## src/rtl/uart_rx_pkg.sv

```systemverilog
// Shared widths, default sizing and the stored entry layout for the UART receive buffer.
package uart_rx_pkg;

    localparam int UART_DATA_W    = 8;
    localparam int RX_ENTRY_W     = 9;
    localparam int RX_FIFO_DEPTH  = 16;
    localparam int RX_FIFO_THRESH = 8;
    localparam int PERR_BIT       = 8;

    // Parity-error flag sits above the data byte, at PERR_BIT.
    typedef struct packed {
        logic                   perr;
        logic [UART_DATA_W-1:0] dat;
    } rx_entry_t;

endpackage

```

## src/rtl/uart_fifo_ram.sv

```systemverilog
// DEPTH x W storage: synchronous write, asynchronous read; contents are not reset.
// Latency: write visible on the read port the cycle after the write edge. No backpressure.
// Pointers and flow control live in the wrapper.
module uart_fifo_ram #(
    parameter int DEPTH = 16,
    parameter int W     = 9
) (
    input  logic                     clk,
    input  logic                     we,
    input  logic [$clog2(DEPTH)-1:0] waddr,
    input  logic [W-1:0]             wdat,
    input  logic [$clog2(DEPTH)-1:0] raddr,
    output logic [W-1:0]             rdat
);

    logic [W-1:0] mem_q [DEPTH];

    always_ff @(posedge clk) begin
        if (we) begin
            mem_q[waddr] <= wdat;
        end
    end

    assign rdat = mem_q[raddr];

endmodule

```

## src/rtl/uart_rx_fifo.sv

```systemverilog
// UART receive buffer: one entry per rx_int rising edge, FWFT read port, overrun/irq status.
// Latency: entry readable and count/flags updated the cycle after the push edge; irq registered.
// Backpressure: none upstream; push while full without a pop drops the frame and sets sticky ovr.
// Optional receive timeout enabled by defining RX_TIMEOUT_EN.
module uart_rx_fifo
    import uart_rx_pkg::*;
#(
    parameter int DEPTH     = RX_FIFO_DEPTH,
    parameter int THRESH    = RX_FIFO_THRESH,
    parameter int TO_CYCLES = 640
) (
    input  logic                     clk,
    input  logic                     rst,
    input  logic [UART_DATA_W-1:0]   rx_dat,
    input  logic                     rx_err,
    input  logic                     rx_int,
    input  logic                     rd_en,
    output logic [UART_DATA_W-1:0]   rd_dat,
    output logic                     rd_perr,
    output logic                     empty,
    output logic                     full,
    output logic [$clog2(DEPTH):0]   count,
    output logic                     ovr,
    input  logic                     ovr_clr,
    output logic                     rx_to,
    output logic                     irq
);

    localparam int AW = $clog2(DEPTH);
    localparam int CW = AW + 1;

    logic [AW-1:0]         wptr_q, wptr_d, rptr_q, rptr_d;
    logic [CW-1:0]         count_q, count_d;
    logic                  empty_q, empty_d, full_q, full_d;
    logic                  ovr_q, ovr_d, irq_q, irq_d;
    logic                  rx_int_q, rx_int_d;
    logic                  push, pop, wr_en, ovf;
    logic                  rx_to_nxt;
    rx_entry_t             wr_entry;
    logic [RX_ENTRY_W-1:0] rd_entry;

    always_comb begin
        rx_int_d = rx_int;
        push     = rx_int & ~rx_int_q;
        pop      = rd_en & ~empty_q;
        // A pop in the same cycle frees the slot, so a full FIFO still accepts the push.
        wr_en    = push & (~full_q | pop);
        ovf      = push & full_q & ~pop;
        wr_entry = '{perr: rx_err, dat: rx_dat};

        wptr_d   = wr_en ? wptr_q + AW'(1) : wptr_q;
        rptr_d   = pop   ? rptr_q + AW'(1) : rptr_q;
        count_d  = count_q + CW'(wr_en) - CW'(pop);
        empty_d  = (count_d == '0);
        full_d   = (count_d == CW'(DEPTH));
        // Set beats clear when both land in the same cycle.
        ovr_d    = (ovr_q & ~ovr_clr) | ovf;
        irq_d    = (count_d >= CW'(THRESH)) | ovr_d | rx_to_nxt;
    end

    always_ff @(posedge clk or posedge rst) begin
        if (rst) begin
            wptr_q   <= '0;
            rptr_q   <= '0;
            count_q  <= '0;
            empty_q  <= 1'b1;
            full_q   <= 1'b0;
            ovr_q    <= 1'b0;
            irq_q    <= 1'b0;
            rx_int_q <= 1'b0;
        end else begin
            wptr_q   <= wptr_d;
            rptr_q   <= rptr_d;
            count_q  <= count_d;
            empty_q  <= empty_d;
            full_q   <= full_d;
            ovr_q    <= ovr_d;
            irq_q    <= irq_d;
            rx_int_q <= rx_int_d;
        end
    end

`ifdef RX_TIMEOUT_EN
    localparam int TW = $clog2(TO_CYCLES + 1);

    logic [TW-1:0] to_cnt_q, to_cnt_d;
    logic          rx_to_q, rx_to_d;

    // Idle timer over a non-empty FIFO; any traffic restarts it and drops the flag.
    always_comb begin
        to_cnt_d = to_cnt_q;
        rx_to_d  = rx_to_q;
        if (push | pop) begin
            to_cnt_d = '0;
            rx_to_d  = 1'b0;
        end else if (empty_q) begin
            to_cnt_d = '0;
        end else if (to_cnt_q == TW'(TO_CYCLES - 1)) begin
            rx_to_d  = 1'b1;
        end else begin
            to_cnt_d = to_cnt_q + TW'(1);
        end
    end

    always_ff @(posedge clk or posedge rst) begin
        if (rst) begin
            to_cnt_q <= '0;
            rx_to_q  <= 1'b0;
        end else begin
            to_cnt_q <= to_cnt_d;
            rx_to_q  <= rx_to_d;
        end
    end

    assign rx_to_nxt = rx_to_d;
    assign rx_to     = rx_to_q;
`else
    assign rx_to_nxt = 1'b0;
    assign rx_to     = 1'b0;
`endif

    uart_fifo_ram #(
        .DEPTH (DEPTH),
        .W     (RX_ENTRY_W)
    ) u_ram (
        .clk   (clk),
        .we    (wr_en),
        .waddr (wptr_q),
        .wdat  (wr_entry),
        .raddr (rptr_q),
        .rdat  (rd_entry)
    );

    // Head is masked while empty so stale RAM never reaches the CPU.
    assign rd_dat  = empty_q ? '0   : rd_entry[UART_DATA_W-1:0];
    assign rd_perr = empty_q ? 1'b0 : rd_entry[PERR_BIT];
    assign empty   = empty_q;
    assign full    = full_q;
    assign count   = count_q;
    assign ovr     = ovr_q;
    assign irq     = irq_q;

endmodule

```

## config.mk

```make
export PLATFORM = sky130hd
export DESIGN_NAME = uart_rx_fifo
export DESIGN_NICKNAME = d
export VERILOG_FILES = /design/src/rtl/uart_rx_pkg.sv /design/src/rtl/uart_fifo_ram.sv /design/src/rtl/uart_rx_fifo.sv
export SDC_FILE = /design/constraint.sdc
export NUM_CORES = 1
export LEC_CHECK = 0
export BUFFER_PORTS_ARGS = -buffer_cell sky130_fd_sc_hd__buf_2
export CORE_ASPECT_RATIO = 0.5
export CORE_UTILIZATION = 40
export DETAILED_ROUTE_END_ITERATION = 6
export GPL_TIMING_DRIVEN = 0
export SLEW_MARGIN = 40
export SYNTH_ARGS = -nofsm -noshare
export SYNTH_HDL_FRONTEND = slang
export SYNTH_SLANG_ARGS = --single-unit
```

## constraint.sdc

```tcl
create_clock -name clk -period 2.6 [get_ports clk]
set_input_delay 0.39 -clock clk [delete_from_list [all_inputs] [get_ports clk]]
set_output_delay 0.39 -clock clk [all_outputs]
set_load 0.01 [all_outputs]
```

==> key figures, run 1 <==
Status
  – Run status: finished, final reports clean

Route
  – Drt drc: 0
  – DRT Pass-1 Iters: 4
  – DR WL/cell: 21.4 um
  – Via density: 5.18
  – Final WL: around 14,000 um
  – Vias: approximately 3,400
  – DRT iter0 DRCs: 315
  – DRT antenna net count: 0

Timing
  – Fmax: 0.392 GHz
  – Final count of negative-setup-slack endpoints: 0
  – Min Clock Period, post-route: 2550 ps
  – Clk_skew: 15.1 ps
  – Hold_ws: 53.9 ps
  – Worst-Margin Slew: 685 ps
  – Final hold vios: 0
  – Relative slew slack: 54.3%
  – RSZ-0062 raised after global routing: yes
  – Slew Viols, Final: 0
  – Post-route clock period utilization: a little over nine tenths

Worst setup path
  – Critical path startpoint category: flip-flop
  – CP Data Arrival Time: 2160 ps
  – Critical path peak fanout: 10
  – CP Data Required Time: 2210 ps
  – Worst setup EP type: output pin
  – Worst setup path class: flip-flop to output pin

Run
  – Max Cap Viol: 0

Clocking
  – CTS tree: built
  – Clk Latency, worst-skew pair: 430 ps
  – CTS HTree Levels: 4
  – Clk sink count: 162
  – CTS buffer count: 17
  – Max Buffers Root-to-Sink: 2
  – Worst-path clk slew: 70 ps
  – Root buffer cell: clkbuf_16

Logic synthesis
  – Top post-synthesis cells by area: edfxtp_1 65%, dfrtp_1 6.4%, mux4_1 6.3%, mux2i_1 4.8%, ha_1 1.9%
  – Unique masters post-synth: 44
  – Syn Area/Cell: 18.4 um^2
  – Async SR Flop Fraction: 11.1%
  – Count leader, synth: edfxtp_1
  – Post-synth top area share: ~65%
  – Total number of yosys warnings: 0
  – Synth top cells by count: 144 x edfxtp_1, 32 x mux2i_1, 17 x dfrtp_1
  – Post-synth EDFFs: 144
  – Ys flop type: edfxtp_1
  – Sequential fraction of the synthesis area: 72.0%
  – Net Count, Synth: 385
  – Cells after Synth: 360
  – Synthesized cell area: 6630 um^2
  – Area leader, netlist: edfxtp_1
  – Synthesized flop and latch total: 162

Power
  – Power density over the cells: about 1100 nW/um^2
  – Pleak: between 2 and 3 nW
  – Overall power: 8.92 mW
  – Worst ir drop on vdd: 0.000889 V

Die
  – Core Region: 15,800 um^2
  – Die width: 184 um
  – I/O pin cnt: 33
  – Chip height: 93.1 um
  – Row Count: 32
  – Initial core utilization: 41.9%
  – Die area: 17,100 um^2

Finish
  – Share of layout cells above drive strength 1: 27.2%
  – FILL cells: 1,332
  – Final #Nets: 438
  – P&R area growth vs syn: 17.2%
  – Number of diodes: 0

GRT
  – Vias in the first global route: roughly 3,500
  – Largest net degree at the start of global routing: 19
  – First-pass GRT wire length: 20,900 um
  – Global route overflow: 0
  – Global Route Usage Sum: 17.4%
  – Initial antenna violation count: 0

Min path
  – Hold Path Class: input port to asynchronous set/reset pin

Place
  – Gpl congestion: 0.716
  – DP HPWL: 8780 um
  – I/O Buffers: 31
worst max-delay path: stages, from the launching register on:
cell	delay, ps
dfrtp_1	590
clkbuf_4	350
mux4_2	350
o21ai_2	150
o31ai_1	110
buf_2	180
stage by stage:
step | util (%) | cells | cell area, um^2 | TNS (ps) | worst slack [ps]
floorplan | - | 360 | 6640 | 0 | 3.43
global placement | 44.7 | 612 | 7070 | -337 | -216
detailed placement | 44.8 | 612 | 7080 | -441 | -244
CTS | 49.0 | 647 | 7760 | 0 | 4.48
global route | 49.1 | 647 | 7770 | -89.7 | -45.8
finish | 49.1 | 647 | 7770 | 0 | 49.9
state kept, by name, summed over array words and instances, names as in the netlist:
name,cells
count,5
empty,1
full,1
irq,1
ovr,1
rptr_q,4
rx_int_q,1
u_ram.mem_q,144
wptr_q,4
metal layers:
metal	wire [um]	part of all wire [%]	GRT usage [%]	up-vias
met5	0	0	0	-
met4	119	0.86	6.25	0
met3	517	3.7	3.04	10
met2	6490	47	27.0	73
met1	6700	48	24.8	1746
li1	-	-	-	1521
final cells by class:
type / count / area (um^2) / share of cell area (%)
well taps: 221 / 277 / 3.56
plain buffers: 14 / 160 / 2.06
clock buffers: 17 / 425 / 5.47
flip-flops and latches: 162 / 4780 / 61.5
repair buffers: 35 / 185 / 2.38
clock inverters: 15 / 168 / 2.16
multi-input cells: 168 / 1720 / 22.2
inverters: 15 / 56.3 / 0.724
power breakdown:
part           total [mW]  switching (mW)  internal, mW
Clock                2.51            1.14          1.37
Sequential           3.30           0.191          3.11
Combinational        3.11            1.70          1.41
cells by family (layout without fill, tap and decap cells):
| kind of cell | Yosys count | count (layout) | share of synthesized area, % |
|---|---|---|---|
| adders and majority gates | 11 | 11 | 2.19 |
| muxes | 54 | 54 | 12.9 |
| buffers and inverters | 30 | 96 | 2.94 |
| and+or+nand+nor | 53 | 53 | 4.45 |
| xor gates and xnor gates | 10 | 10 | 1.32 |
| other | 1 | 1 | 0.0565 |
| DFF | 162 | 162 | 72.0 |
| AOI/OAI and AO/OA | 39 | 39 | 4.19 |
cell usage in the layout, fill, tap and decap left out, drive strengths merged, types with 3 or more instances in the layout:
master / netlist / layout
nand2: 11 / 11
buf: 11 / 46
mux2i: 32 / 32
a22o: 3 / 3
edfxtp: 144 / 144
xnor2: 9 / 9
nand3: 4 / 4
o31ai: 3 / 3
a221oi: 9 / 9
dfrtp: 17 / 17
mux4: 20 / 20
nor2: 6 / 6
inv: 15 / 23
nor2b: 4 / 4
ha: 10 / 10
a21oi: 5 / 5
nand2b: 6 / 6
clkinvlp: 0 / 4
and2: 13 / 13
clkbuf: 4 / 20
o21ai: 12 / 12
final timing paths:
kind / cells after the start / slack (ps) / from / endpoint
setup / recovery: 5 / 50 / rptr_q[1] / rd_dat[7]
hold / removal: 2 / 50 / rst / irq
setup reg to reg: 10 / 60 / empty / irq
hold reg to reg: 1 / 540 / count[0] / count[0]
max in group asynchronous: 2 / 2070 / rst / rptr_q[2]
min in group clk: 1 / 80 / rx_int / rx_int_q
repair_timing:
action                                  CTS  global route
gates resized for setup                  21            11
endpoints found under the setup margin   12             9
gates cloned                              0             0
hold buffers                              0             0
buffers inserted                          4             0
pin swaps                                 2             2
endpoints found under the hold margin     0             0
Note: power is estimated with default switching activity, not from simulation.
==> run 2: changes to the inputs <==
Settings changed: SYNTH_HIERARCHICAL set to 1.
==> run 2 against run 1 <==
The run now ends with negative setup slack left. Die area decreased by 1.9%. Sequential power increased by 2%. Area after synthesis decreased by 2.0%. Via count decreased by 3.7%. Non-clock buffer count increased by 9. Critical path depth increased by 3. Clock-buffer cell count unchanged. Clock skew decreased by 5.4 ps. Largest cell class unchanged.
==> key figures, run 2 <==
Status
  – Run status: finished, violations left
  – Failing checks: negative setup slack

Die
  – Die area: 16,800 um^2 (-1.9%)
  – Die width: 182 um (-0.99%)
  – Row Count: 32 (unchanged)
  – Core Region: 15,700 um^2 (-1.0%)
  – I/O pin cnt: 33 (unchanged)
  – Initial core utilization: 41.5% (-0.41 points)
  – Chip height: 92.2 um (-0.97%)

GRT
  – Initial antenna violation count: 0 (unchanged)
  – Global route overflow: 0 (unchanged)
  – Global Route Usage Sum: 17.3% (-0.15 points)
  – Vias in the first global route: 3,395 (-2.8%)
  – First-pass GRT wire length: 20,300 um (-2.6%)
  – Largest net degree at the start of global routing: 19 (unchanged)

Place
  – DP HPWL: 8150 um (-7.2%)
  – Gpl congestion: 0.731 (+2.1%)
  – Pre-CTS WS: -278 ps (-34.1 ps)
  – Placed Area: 6970 um^2 (-1.6%)
  – I/O Buffers: 31 (unchanged)
  – Inst Count DP: 574 (-6.2%)

Clocking
  – Max Buffers Root-to-Sink: 2 (unchanged)
  – CTS buffer count: 17 (unchanged)
  – Root buffer cell: clkbuf_16
  – CTS tree: built
  – Worst-path clk slew: 70 ps (about the same)
  – CTS HTree Levels: 4 (unchanged)
  – Clk sink count: 162 (unchanged)
  – Clk Latency, worst-skew pair: 420 ps (about the same)

Finish
  – Final Instance Area: 7890 um^2 (+1.4%)
  – Most flops, register: u_ram/mem_q
  – Share of layout cells above drive strength 1: 41.8% (+15 points)
  – Commonest non-fill, non-tap cell in the layout: edfxtp_1
  – Most frequent cells in the layout: 144 x edfxtp_1, 31 x buf_2, 30 x mux4_2
  – P&R area growth vs syn: 21.3%
  – Final #Nets: 409 (-6.6%)
  – Max FFs per register: 144 (unchanged)
  – Final core occ: 50.4% (+1.2 points)
  – FILL cells: 1,255 (-5.8%)
  – Number of diodes: 0 (unchanged)
  – Post-route insts no fill: 621 (-4.0%)

Worst setup path
  – Critical path peak fanout: 7 (-3)
  – Worst setup path class: flip-flop to output pin
  – Crit-path most repeated cell: buf_12
  – CP Data Arrival Time: 2260 ps (+100 ps)
  – CP Data Required Time: 2210 ps (about the same)
  – Crit. path cell count: 8 (+3)
  – Crit path cell chain: buf_12, buf_12, buf_12, mux4_2, a22oi_2, nand2_1, nor2b_1, buf_2
  – CP delay by family, top: buffers and inverters
  – Worst setup EP type: output pin
  – Slowest cell delay on critical path: 530 ps (-60 ps)
  – Slowest CP cell: mux4_2
  – Worst path bufs/invs: 4 (+2)
  – R2R cell count: 10 (unchanged)
  – Critical path startpoint category: flip-flop

Logic synthesis
  – Total number of yosys warnings: 6 (+6)
  – Sequential fraction of the synthesis area: 73.4% (+1.5 points)
  – Synthesized cell area: 6500 um^2 (-2.0%)
  – Synthesized flop and latch total: 162 (unchanged)
  – Unique masters post-synth: 41 (-6.8%)
  – Synth top cells by count: 144 x edfxtp_1, 21 x mux4_2, 18 x a22oi_1
  – Ys flop type: edfxtp_1
  – Syn Area/Cell: 20.2 um^2 (+9.6%)
  – Area leader, netlist: edfxtp_1
  – Post-synth top area share: 66.5% (+1.3 points)
  – Cells after Synth: 322 (-11%)
  – Net Count, Synth: 344 (-11%)
  – Top post-synthesis cells by area: edfxtp_1 66%, mux4_2 7.3%, dfrtp_1 6.5%, mux4_1 6.1%, a22oi_1 2.1%
  – Async SR Flop Fraction: 11.1% (unchanged)
  – Count leader, synth: edfxtp_1
  – Post-synth EDFFs: 144 (unchanged)

Run
  – Max Cap Viol: 0 (unchanged)

Route
  – Final WL: 13,200 um (-4.8%)
  – DRT Pass-1 Iters: 4 (unchanged)
  – Drt drc: 0 (unchanged)
  – Via density: 5.19 (+0.33%)
  – DR WL/cell: 21.2 um (-0.79%)
  – Vias: 3,226 (-3.7%)
  – DRT antenna net count: 0 (unchanged)
  – DRT iter0 DRCs: 242 (-23%)

Timing
  – Final worst slack: -53.7 ps (-104 ps)
  – Fmax: 0.377 GHz (-3.9%)
  – RSZ-0062 raised after global routing: yes
  – Worst-Margin Slew: 792 ps (+106 ps)
  – Slew Viols, Final: 0 (unchanged)
  – Post-route clock period utilization: 102% (+4.0 points)
  – Min Clock Period, post-route: 2650 ps (+104 ps)
  – Final hold vios: 0 (unchanged)
  – Hold_ws: 59.7 ps (+5.80 ps)
  – Clk_skew: 9.73 ps (-5.37 ps)
  – Final count of negative-setup-slack endpoints: 9 (+9)
  – Relative slew slack: 46.9% (-7.3 points)

Power
  – Pleak: 2.71 nW (-2.9%)
  – Worst ir drop on vdd: 0.000769 V (-14%)
  – Power density over the cells: 1170 nW/um^2 (+1.9%)

Min path
  – Hold Path Class: input port to asynchronous set/reset pin
run 2: cell count changes after synthesis, moves of 7 or more:
cell      before  now
nor2_1         6   13
a22oi_1        2   18
o21ai_1       11    0
inv_1         15    8
and2_1        13    1
mux4_2         4   21
mux2i_1       32    0
a221oi_1       9    0
run 2: logic make-up after synthesis:
kind of cell | count (synthesis) | share of synthesized area (%)
compound gates | 24 | 2.92
xor+xnor | 10 | 1.46
fa+ha+maj | 8 | 1.65
buf+inv | 21 | 2.27
flops | 162 | 73.4
mux | 37 | 13.5
other cells | 1 | 0.0577
simple gates | 59 | 4.68
run 2: worst reg2reg max path, stage by stage, from the launching register on:
cell	delay (ps)
dfstp_2	530
nand2b_4	150
inv_2	60
ha_1	270
inv_1	40
ha_2	180
fa_2	350
buf_4	140
xor2_1	140
or3_1	350
nor3_1	180
run 2: power by group:
part	switching [mW]	internal, mW
clock	1.10	1.27
combinational	1.72	1.77
sequential	0.238	3.11
total	3.06	6.16
run 2: timing repair:
action / in CTS / in global routing
buffers inserted: 10 / 2
endpoints found under the setup margin: 12 / 12
pin swaps: 9 / 9
cloned: 4 / 0
gates resized for setup: 39 / 6
hold buffers: 0 / 0
run 2: cell type report:
cell class | count | area [um^2] | area share [%]
tap | 221 | 277 | 3.51
clock inverter | 15 | 139 | 1.76
multi-input combinational | 139 | 1720 | 21.8
timing repair buffer | 46 | 365 | 4.63
inverter | 9 | 33.8 | 0.428
buffer | 12 | 153 | 1.94
clock buffer | 17 | 425 | 5.40
sequential | 162 | 4780 | 60.6
run 2: path summary, 6_finish.rpt:
kind,start,end,slack [ps]
worst max register to register,empty,empty,120
min in group clk,rx_int,rx_int_q,120
worst min-delay path,rst,count[0],60
max in group asynchronous,rst,rptr_q[0],2070
worst min register to register,ovr,ovr,570
worst max-delay path,rptr_q[0],rd_dat[5],-50
run 2: metal layers:
metal | track usage [%] | part of all wire (%) | vias to the layer above
li1 | - | - | 1431
met1 | 23.0 | 44 | 1690
met2 | 28.4 | 50 | 96
met3 | 4.01 | 5.1 | 9
met4 | 5.32 | 0.79 | 0
met5 | 0 | 0 | -
run 2: metrics by stage:
| stage | TNS (ps) | total power [mW] |
|---|---|---|
| final | -212 | 9.21 |
| after global placement | -3770 | 6.06 |
| after detailed placement | -550 | 6.17 |
| after CTS | -539 | 9.18 |
| after floorplan | 0 | 5.27 |
| after global routing | -1060 | 9.66 |
